$ cat src/rtl/accumulator_sequencer_if.sv
// Control bundle between the accumulator-machine sequencer and its datapath.
//
// master : the sequencer. It reads start/step controls, the IR and the ACC flags.
//          It drives the register load enables, the mux selects, the ALU opcode,
//          the memory write enable, and status.
// slave  : the datapath / environment side (mirror directions).
//
// Signals
//   start, step_mode, step   run control
//   instruction[15:0]        IR contents, [15:12] opcode, [11:0] operand address
//   acc_zero, acc_neg        ACC == 0, ACC[15]
//   mar/mbr/ir/pc/acc write  register load enables, with their source selects
//   alu_op[3:0], mem_write   ALU function, main-memory write enable
//   busy, halted             status
//   instr_count              retired-instruction counter, COUNT_W bits
interface accumulator_sequencer_if #(
  parameter int unsigned COUNT_W = 16
) ();

  logic               start;
  logic               step_mode;
  logic               step;
  logic [15:0]        instruction;
  logic               acc_zero;
  logic               acc_neg;

  logic               mar_write;
  logic               mar_sel;
  logic               mbr_write;
  logic               mbr_sel;
  logic               ir_write;
  logic               pc_write;
  logic               pc_sel;
  logic               acc_write;
  logic [1:0]         acc_sel;
  logic [3:0]         alu_op;
  logic               mem_write;
  logic               busy;
  logic               halted;
  logic [COUNT_W-1:0] instr_count;

  modport master (
    input  start, step_mode, step, instruction, acc_zero, acc_neg,
    output mar_write, mar_sel, mbr_write, mbr_sel, ir_write, pc_write, pc_sel,
           acc_write, acc_sel, alu_op, mem_write, busy, halted, instr_count
  );

  modport slave (
    output start, step_mode, step, instruction, acc_zero, acc_neg,
    input  mar_write, mar_sel, mbr_write, mbr_sel, ir_write, pc_write, pc_sel,
           acc_write, acc_sel, alu_op, mem_write, busy, halted, instr_count
  );

endinterface

$ cat src/rtl/accumulator_sequencer.sv
// Multi-cycle control FSM for the 16-bit accumulator machine.
//
// The FSM fetches, decodes and executes one instruction at a time. It drives
// the load enables and mux selects of ACC/MAR/MBR/IR/PC, the ALU opcode and the
// main-memory write enable. Main memory reads are synchronous, with one cycle
// of latency from MAR.
//
// Ports
//   clock    system clock, rising edge
//   reset    asynchronous, active-low
//   ctrl_if  accumulator_sequencer_if.master (run control, IR/flags in, controls out)
//
// Parameters
//   COUNT_W      width of the retired-instruction counter (wraps)
//   STEP_ENABLE  1: pause after each retire while step_mode is high; 0: step_mode ignored
module accumulator_sequencer #(
  parameter int unsigned COUNT_W     = 16,
  parameter bit          STEP_ENABLE = 1'b1
) (
  input logic                     clock,
  input logic                     reset,
  accumulator_sequencer_if.master ctrl_if
);

  // Opcodes, instruction[15:12]
  localparam logic [3:0] OpHalt    = 4'h0;
  localparam logic [3:0] OpLoad    = 4'h1;
  localparam logic [3:0] OpStore   = 4'h2;
  localparam logic [3:0] OpAdd     = 4'h3;
  localparam logic [3:0] OpSub     = 4'h4;
  localparam logic [3:0] OpAnd     = 4'h5;
  localparam logic [3:0] OpOr      = 4'h6;
  localparam logic [3:0] OpXor     = 4'h7;
  localparam logic [3:0] OpJump    = 4'h8;
  localparam logic [3:0] OpSkipz   = 4'h9;
  localparam logic [3:0] OpSkipneg = 4'hA;
  localparam logic [3:0] OpShl     = 4'hB;
  localparam logic [3:0] OpShr     = 4'hC;
  localparam logic [3:0] OpClear   = 4'hE;

  // ALU function codes
  localparam logic [3:0] AluAdd = 4'b0000;
  localparam logic [3:0] AluSub = 4'b0001;
  localparam logic [3:0] AluShl = 4'b0100;
  localparam logic [3:0] AluShr = 4'b0101;
  localparam logic [3:0] AluAnd = 4'b1000;
  localparam logic [3:0] AluOr  = 4'b1001;
  localparam logic [3:0] AluXor = 4'b1010;

  // ACC source selects
  localparam logic [1:0] AccFromAlu  = 2'd0;
  localparam logic [1:0] AccFromMbr  = 2'd1;
  localparam logic [1:0] AccFromZero = 2'd2;

  typedef enum logic [3:0] {
    StIdle,
    StF0,
    StF1,
    StF2,
    StF3,
    StDec,
    StE0,
    StE1,
    StE2,
    StE3,
    StS0,
    StS1,
    StPause,
    StHalted
  } state_e;

  state_e             r_state;
  state_e             w_state_next;
  state_e             w_after_retire;
  logic [COUNT_W-1:0] r_count;

  logic [3:0] w_opcode;
  logic       w_unused_operand;
  logic       w_retire;

  logic       w_mar_write;
  logic       w_mar_sel;
  logic       w_mbr_write;
  logic       w_mbr_sel;
  logic       w_ir_write;
  logic       w_pc_write;
  logic       w_pc_sel;
  logic       w_acc_write;
  logic [1:0] w_acc_sel;
  logic [3:0] w_alu_op;
  logic       w_mem_write;

  assign w_opcode = ctrl_if.instruction[15:12];
  // The operand address goes straight from IR to the MAR/PC muxes in the datapath.
  assign w_unused_operand = ^ctrl_if.instruction[11:0];

  // Where to go after retiring an instruction.
  assign w_after_retire = (STEP_ENABLE && ctrl_if.step_mode) ? StPause : StF0;

  // ---------------------------------------------------------------------------
  // State and retired-instruction counter
  // ---------------------------------------------------------------------------
  always_ff @(posedge clock or negedge reset) begin
    if (!reset) begin
      r_state <= StIdle;
      r_count <= '0;
    end else begin
      r_state <= w_state_next;
      if (w_retire) begin
        r_count <= r_count + COUNT_W'(1);
      end
    end
  end

  // ---------------------------------------------------------------------------
  // Next state and Moore-decoded controls
  // ---------------------------------------------------------------------------
  always_comb begin
    w_state_next = r_state;
    w_retire     = 1'b0;
    w_mar_write  = 1'b0;
    w_mar_sel    = 1'b0;
    w_mbr_write  = 1'b0;
    w_mbr_sel    = 1'b0;
    w_ir_write   = 1'b0;
    w_pc_write   = 1'b0;
    w_pc_sel     = 1'b0;
    w_acc_write  = 1'b0;
    w_acc_sel    = AccFromAlu;
    w_alu_op     = AluAdd;
    w_mem_write  = 1'b0;

    unique case (r_state)
      StIdle: begin
        if (ctrl_if.start) begin
          w_state_next = StF0;
        end
      end

      // Fetch: MAR <= PC, PC <= PC+1 while the read is in flight,
      // MBR <= mem, IR <= MBR.
      StF0: begin
        w_mar_write  = 1'b1;
        w_state_next = StF1;
      end
      StF1: begin
        w_pc_write   = 1'b1;
        w_state_next = StF2;
      end
      StF2: begin
        w_mbr_write  = 1'b1;
        w_state_next = StF3;
      end
      StF3: begin
        w_ir_write   = 1'b1;
        w_state_next = StDec;
      end

      StDec: begin
        case (w_opcode)
          OpHalt:  w_state_next = StHalted;
          OpStore: w_state_next = StS0;
          OpLoad, OpAdd, OpSub, OpAnd, OpOr, OpXor: begin
            w_state_next = StE0;
          end
          OpJump: begin
            w_pc_write   = 1'b1;
            w_pc_sel     = 1'b1;
            w_retire     = 1'b1;
            w_state_next = w_after_retire;
          end
          // PC already points past the skip; one more increment skips the next word.
          OpSkipz: begin
            w_pc_write   = ctrl_if.acc_zero;
            w_retire     = 1'b1;
            w_state_next = w_after_retire;
          end
          OpSkipneg: begin
            w_pc_write   = ctrl_if.acc_neg;
            w_retire     = 1'b1;
            w_state_next = w_after_retire;
          end
          OpShl: begin
            w_acc_write  = 1'b1;
            w_alu_op     = AluShl;
            w_retire     = 1'b1;
            w_state_next = w_after_retire;
          end
          OpShr: begin
            w_acc_write  = 1'b1;
            w_alu_op     = AluShr;
            w_retire     = 1'b1;
            w_state_next = w_after_retire;
          end
          OpClear: begin
            w_acc_write  = 1'b1;
            w_acc_sel    = AccFromZero;
            w_retire     = 1'b1;
            w_state_next = w_after_retire;
          end
          // NOP (0xD, 0xF)
          default: begin
            w_retire     = 1'b1;
            w_state_next = w_after_retire;
          end
        endcase
      end

      // Memory-operand execute: MAR <= IR[11:0], read wait, MBR <= mem, ACC update.
      StE0: begin
        w_mar_write  = 1'b1;
        w_mar_sel    = 1'b1;
        w_state_next = StE1;
      end
      StE1: begin
        w_state_next = StE2;
      end
      StE2: begin
        w_mbr_write  = 1'b1;
        w_state_next = StE3;
      end
      StE3: begin
        w_acc_write = 1'b1;
        case (w_opcode)
          OpLoad:  w_acc_sel = AccFromMbr;
          OpSub:   w_alu_op  = AluSub;
          OpAnd:   w_alu_op  = AluAnd;
          OpOr:    w_alu_op  = AluOr;
          OpXor:   w_alu_op  = AluXor;
          default: w_alu_op  = AluAdd;
        endcase
        w_retire     = 1'b1;
        w_state_next = w_after_retire;
      end

      // Store: address and data are captured together, written the next cycle.
      StS0: begin
        w_mar_write  = 1'b1;
        w_mar_sel    = 1'b1;
        w_mbr_write  = 1'b1;
        w_mbr_sel    = 1'b1;
        w_state_next = StS1;
      end
      StS1: begin
        w_mem_write  = 1'b1;
        w_retire     = 1'b1;
        w_state_next = w_after_retire;
      end

      StPause: begin
        if (ctrl_if.step || !ctrl_if.step_mode) begin
          w_state_next = StF0;
        end
      end

      // Only reset leaves HALTED.
      StHalted: begin
        w_state_next = StHalted;
      end

      default: begin
        w_state_next = StIdle;
      end
    endcase
  end

  assign ctrl_if.mar_write   = w_mar_write;
  assign ctrl_if.mar_sel     = w_mar_sel;
  assign ctrl_if.mbr_write   = w_mbr_write;
  assign ctrl_if.mbr_sel     = w_mbr_sel;
  assign ctrl_if.ir_write    = w_ir_write;
  assign ctrl_if.pc_write    = w_pc_write;
  assign ctrl_if.pc_sel      = w_pc_sel;
  assign ctrl_if.acc_write   = w_acc_write;
  assign ctrl_if.acc_sel     = w_acc_sel;
  assign ctrl_if.alu_op      = w_alu_op;
  assign ctrl_if.mem_write   = w_mem_write;
  assign ctrl_if.busy        = (r_state != StIdle) && (r_state != StHalted);
  assign ctrl_if.halted      = (r_state == StHalted);
  assign ctrl_if.instr_count = r_count;

endmodule

$ cat src/flat_wrapper.sv
// flat-port wrapper written by rule: the top's interface ports become plain ports
module accumulator_sequencer_flat 
#(
  parameter int unsigned COUNT_W     = 16,
  parameter bit          STEP_ENABLE = 1'b1
)
  (clock, reset, ctrl_if_start, ctrl_if_step_mode, ctrl_if_step, ctrl_if_instruction, ctrl_if_acc_zero, ctrl_if_acc_neg, ctrl_if_mar_write, ctrl_if_mar_sel, ctrl_if_mbr_write, ctrl_if_mbr_sel, ctrl_if_ir_write, ctrl_if_pc_write, ctrl_if_pc_sel, ctrl_if_acc_write, ctrl_if_acc_sel, ctrl_if_alu_op, ctrl_if_mem_write, ctrl_if_busy, ctrl_if_halted, ctrl_if_instr_count);
  accumulator_sequencer_if #(.COUNT_W(COUNT_W)) ctrl_if_i ();
  input logic clock;
  input logic reset;
  input wire logic [$bits(ctrl_if_i.start)-1:0] ctrl_if_start;
  input wire logic [$bits(ctrl_if_i.step_mode)-1:0] ctrl_if_step_mode;
  input wire logic [$bits(ctrl_if_i.step)-1:0] ctrl_if_step;
  input wire logic [$bits(ctrl_if_i.instruction)-1:0] ctrl_if_instruction;
  input wire logic [$bits(ctrl_if_i.acc_zero)-1:0] ctrl_if_acc_zero;
  input wire logic [$bits(ctrl_if_i.acc_neg)-1:0] ctrl_if_acc_neg;
  output wire logic [$bits(ctrl_if_i.mar_write)-1:0] ctrl_if_mar_write;
  output wire logic [$bits(ctrl_if_i.mar_sel)-1:0] ctrl_if_mar_sel;
  output wire logic [$bits(ctrl_if_i.mbr_write)-1:0] ctrl_if_mbr_write;
  output wire logic [$bits(ctrl_if_i.mbr_sel)-1:0] ctrl_if_mbr_sel;
  output wire logic [$bits(ctrl_if_i.ir_write)-1:0] ctrl_if_ir_write;
  output wire logic [$bits(ctrl_if_i.pc_write)-1:0] ctrl_if_pc_write;
  output wire logic [$bits(ctrl_if_i.pc_sel)-1:0] ctrl_if_pc_sel;
  output wire logic [$bits(ctrl_if_i.acc_write)-1:0] ctrl_if_acc_write;
  output wire logic [$bits(ctrl_if_i.acc_sel)-1:0] ctrl_if_acc_sel;
  output wire logic [$bits(ctrl_if_i.alu_op)-1:0] ctrl_if_alu_op;
  output wire logic [$bits(ctrl_if_i.mem_write)-1:0] ctrl_if_mem_write;
  output wire logic [$bits(ctrl_if_i.busy)-1:0] ctrl_if_busy;
  output wire logic [$bits(ctrl_if_i.halted)-1:0] ctrl_if_halted;
  output wire logic [$bits(ctrl_if_i.instr_count)-1:0] ctrl_if_instr_count;
  assign ctrl_if_i.start = ctrl_if_start;
  assign ctrl_if_i.step_mode = ctrl_if_step_mode;
  assign ctrl_if_i.step = ctrl_if_step;
  assign ctrl_if_i.instruction = ctrl_if_instruction;
  assign ctrl_if_i.acc_zero = ctrl_if_acc_zero;
  assign ctrl_if_i.acc_neg = ctrl_if_acc_neg;
  assign ctrl_if_mar_write = ctrl_if_i.mar_write;
  assign ctrl_if_mar_sel = ctrl_if_i.mar_sel;
  assign ctrl_if_mbr_write = ctrl_if_i.mbr_write;
  assign ctrl_if_mbr_sel = ctrl_if_i.mbr_sel;
  assign ctrl_if_ir_write = ctrl_if_i.ir_write;
  assign ctrl_if_pc_write = ctrl_if_i.pc_write;
  assign ctrl_if_pc_sel = ctrl_if_i.pc_sel;
  assign ctrl_if_acc_write = ctrl_if_i.acc_write;
  assign ctrl_if_acc_sel = ctrl_if_i.acc_sel;
  assign ctrl_if_alu_op = ctrl_if_i.alu_op;
  assign ctrl_if_mem_write = ctrl_if_i.mem_write;
  assign ctrl_if_busy = ctrl_if_i.busy;
  assign ctrl_if_halted = ctrl_if_i.halted;
  assign ctrl_if_instr_count = ctrl_if_i.instr_count;
  accumulator_sequencer #(.COUNT_W(COUNT_W), .STEP_ENABLE(STEP_ENABLE)) u_core (.clock(clock), .reset(reset), .ctrl_if(ctrl_if_i));
endmodule
$ cat config.mk
export PLATFORM = sky130hd
export DESIGN_NAME = accumulator_sequencer_flat
export DESIGN_NICKNAME = d
export VERILOG_FILES = /design/src/rtl/accumulator_sequencer_if.sv /design/src/rtl/accumulator_sequencer.sv /design/src/flat_wrapper.sv
export SDC_FILE = /design/constraint.sdc
export NUM_CORES = 1
export LEC_CHECK = 0
export CORE_MARGIN = 3
export CORE_UTILIZATION = 42
export CTS_CLUSTER_DIAMETER = 50
export DETAILED_ROUTE_END_ITERATION = 10
export PLACE_DENSITY = 0.75
export SLEW_MARGIN = 20
export SYNTH_ARGS = -nofsm -noshare
export SYNTH_HDL_FRONTEND = slang
export SYNTH_SLANG_ARGS = --single-unit
$ cat constraint.sdc
create_clock -name clock -period 2 [get_ports clock]
set_input_delay 0.4 -clock clock [delete_from_list [all_inputs] [get_ports clock]]
set_output_delay 0.4 -clock clock [all_outputs]
set_load 0.01 [all_outputs]
==> impl_metrics.tcl <==
set metrics [dict create \
    detail-route-antenna-nets 0 \
    internal-power_w 0.00161 \
    synth.area.top_cells "sky130_fd_sc_hd__dfrtp_1, sky130_fd_sc_hd__xnor2_1, sky130_fd_sc_hd__a2111oi_4, sky130_fd_sc_hd__nand2_1, sky130_fd_sc_hd__nand2b_1" \
    worst_r2r_path_depth 6 \
    gr-usage-all-layers 0.221 \
    stdcell_area_sq_um 2230 \
    number_of_pins_with_negative_max_slew_slack_in_the_final_report 0 \
    routed-via-count 1459 \
    layout_setup_ws_ps 6.53 \
    cts.path.max_buffers 2 \
    power.share.switching 0.385 \
    ff2ff_setup_slack_ps 130 \
    grt_start_max_net_pins 21 \
    first_global_vias 1452 \
    outcome "complete, no violations" \
    finish.utilization 0.774 \
    synth-edff-count 0 \
    seq_power_share 0.236 \
    leading_cell_types_in_the_layout_fill_and_taps_excluded "sky130_fd_sc_hd__buf_4, sky130_fd_sc_hd__clkdlybuf4s50_1, sky130_fd_sc_hd__dfrtp_1" \
    clk_latency_ps 320 \
    unrepaired_setup_endpoints_after_global_routing "yes" \
    critPathCapture "ctrl_if_alu_op[0]" \
    setup_viol_count_final 0 \
    portBuffers 43 \
    die-width_um 62.3 \
    vias_per_cell 5.46 \
    layout_worst_path_cycle_share 0.997 \
    tightest_slew_ps 407 \
    yosys_most_used_dff "sky130_fd_sc_hd__dfrtp_1" \
    p_switching_w 0.00101 \
    yosys.cell_types.count 41 \
    power_density_nw_per_um2 1180 \
    diodes 0 \
    syn-mean-instance-area_sq_um 9.25 \
    global_route_wire_length_before_repair_um 6960 \
    worstReg2RegEnd "u_core.ctrl_if.instr_count[11]$_DFFE_PN0P_" \
    cts_root_buffer "sky130_fd_sc_hd__clkbuf_4" \
    cts_tree "done" \
    critical_path_class "reg2out" \
    area.growth.synth_to_final_pct 67.0 \
    p_leak_nw 0.971 \
    sequential_cell_area_sq_um 502 \
    detail_route.iter0.violations 61 \
    arrival_ps 1590 \
    numClockSinks 20 \
    maximum_capacitance_violations 0 \
    dp_worst_setup_slack_ps -388 \
    end_kind "primary output" \
    timing.slew.headroom 0.729 \
    rows 19 \
    clkSlewWorstSetupHoldPaths_ps 130 \
    synth_largest_area_cell "sky130_fd_sc_hd__dfrtp_1" \
    core_sq_um 2880 \
    dpl.hpwl_um 2870 \
    share_comb_of_total_power 0.637 \
    period_needed_ps 1990 \
    critPathRequiredTime_ps 1600 \
    synth_nets 168 \
    report.final.hold_viol_count 0 \
    critPathMaxFanout 4 \
    post_synth_instance_area_sq_um 1330 \
    cts_buf_count 3 \
    fraction_of_final_layout_cells_sized_beyond_drive_strength_1 0.382 \
    hold_class "in2async" \
    power.ir.vdd_worst_mv 0.797 \
    antenna_found_initial 0 \
    yosys_register_bits 20 \
    die_height_um 62.3 \
    placedInstanceArea_sq_um 1990 \
    routed_wl_um 4420 \
    post_synthesis_instance_total 144 \
    async_reset_ff_frac 1.00 \
    synthDominantCellAreaShare 0.376 \
    num-fill-cells 197 \
    drc_errors 0 \
    part_of_the_power_in_the_clock_network 0.128 \
    pin_count 56 \
    multi_input_comb_area_sq_um 883 \
    htree_levels 1 \
    timing.hold.ws_ps 408 \
    global_route.overflow_total 0 \
    worstSetupStartpointType "register" \
    regToRegStartpoint "u_core.r_state[3]$_DFFE_PN0P_" \
    synth_sequential_area_ratio 0.376 \
    dieArea_sq_um 3880 \
    most_common_library_cell_in_the_layout_ignoring_fill_and_taps "sky130_fd_sc_hd__buf_4" \
    wl_per_cell_um 16.5 \
    achievable-frequency_ghz 0.502 \
    initial_utilization 0.463 \
    worst_setup_path_startpoint "u_core.r_state[3]$_DFFE_PN0P_" \
    yosysWarnings 0 \
    gp_congestion 0.814 \
    timing.clock.skew_ps 17.6 \
    finish.net_count 250 \
    drtPass1Iterations 5 \
    cts_hold_repair.buffers 0 \
]
cell type report:
| cell class | count | area share |
|---|---|---|
| multi-input combinational | 111 | 0.397 |
| inverter | 3 | 0.00506 |
| tap | 42 | 0.0236 |
| clock inverter | 1 | 0.0135 |
| sequential | 20 | 0.225 |
| timing repair buffer | 87 | 0.325 |
| clock buffer | 3 | 0.0101 |
worst max-delay path, stage by stage, from the launching register on:
cell and delay (ps):
sky130_fd_sc_hd__dfrtp_2 460, sky130_fd_sc_hd__buf_6 140, sky130_fd_sc_hd__nor2b_4 140, sky130_fd_sc_hd__nand3_4 110
sky130_fd_sc_hd__buf_6 160, sky130_fd_sc_hd__nor2_4 60, sky130_fd_sc_hd__o21a_1 100, sky130_fd_sc_hd__buf_2 120
routing by layer:
layer / vias up / part of all wire / track usage
met5: - / 0 / 0
met4: 0 / 0.028 / 0.0689
met3: 12 / 0.044 / 0.0468
met2: 55 / 0.54 / 0.405
met1: 715 / 0.39 / 0.257
li1: 677 / - / -
synth_stat cells, types with 3 or more instances:
library cell               instances
sky130_fd_sc_hd__a21oi_1           8
sky130_fd_sc_hd__and3_1            3
sky130_fd_sc_hd__clkbuf_1          8
sky130_fd_sc_hd__dfrtp_1          20
sky130_fd_sc_hd__inv_1             3
sky130_fd_sc_hd__nand2_1          12
sky130_fd_sc_hd__nand2b_1          7
sky130_fd_sc_hd__nand3_1           6
sky130_fd_sc_hd__nand3b_1          3
sky130_fd_sc_hd__nand4_1           6
sky130_fd_sc_hd__nor2_1            6
sky130_fd_sc_hd__nor2b_1           5
sky130_fd_sc_hd__nor3_1            6
sky130_fd_sc_hd__xnor2_1          13
power by group through the flow:
stage / Clock, W / Combinational (W) / Sequential, W
after floorplan: 0 / 0.000624 / 0.000624
after global placement: 0 / 0.00122 / 0.000606
after detailed placement: 0 / 0.00125 / 0.000611
after CTS: 0.000337 / 0.00144 / 0.000607
after global routing: 0.000363 / 0.00177 / 0.000637
final: 0.000335 / 0.00167 / 0.000618
worst min-delay path by stage:
stage                                                    start                                    endpoint  slack (ps)  depth (start not counted)
CTS                                                      reset   u_core.ctrl_if.instr_count[0]$_DFFE_PN0P_         410                          2
finish                                                   reset   u_core.ctrl_if.instr_count[2]$_DFFE_PN0P_         410                          2
global route                                             reset   u_core.ctrl_if.instr_count[2]$_DFFE_PN0P_         420                          2
global placement    u_core.ctrl_if.instr_count[15]$_DFFE_PN0P_  u_core.ctrl_if.instr_count[15]$_DFFE_PN0P_         460                          1
detailed placement  u_core.ctrl_if.instr_count[15]$_DFFE_PN0P_  u_core.ctrl_if.instr_count[15]$_DFFE_PN0P_         470                          1
floorplan                                                reset   u_core.ctrl_if.instr_count[0]$_DFFE_PN0P_         100                          0
cells by family (layout without fill, tap and decap cells):
| family | after synthesis | after routing | share of synthesized area |
|---|---|---|---|
| XOR/XNOR | 15 | 15 | 0.0986 |
| flip-flops | 20 | 20 | 0.376 |
| buffers and inverters | 13 | 94 | 0.0385 |
| AO/OA/AOI/OAI | 29 | 29 | 0.181 |
| multiplexers | 2 | 2 | 0.0169 |
| adder cells (fa/ha/maj) | 1 | 1 | 0.00939 |
| AND/OR/NAND/NOR | 64 | 64 | 0.280 |
what timing repair did:
item	4_1_cts	5_1_grt
resized for setup	73	20
pin swaps	2	4
endpoints found under the setup margin	17	14
buffers inserted	10	7
flip-flops by register name (all words and copies together) (netlist names):
| register | count |
|---|---|
| u_core.ctrl_if.instr_count | 16 |
| u_core.r_state | 4 |
through the flow:
| step | setup TNS [ps] | std cells | power [W] |
|---|---|---|---|
| 2_1_floorplan | 0 | 144 | 0.00125 |
| 3_3_place_gp | -4300 | 248 | 0.00183 |
| 3_5_place_dp | -4840 | 248 | 0.00186 |
| 4_1_cts | 0 | 262 | 0.00239 |
| 5_1_grt | -303 | 267 | 0.00277 |
| 6_report | 0 | 267 | 0.00262 |
Note: power is estimated with default switching activity, not from simulation.
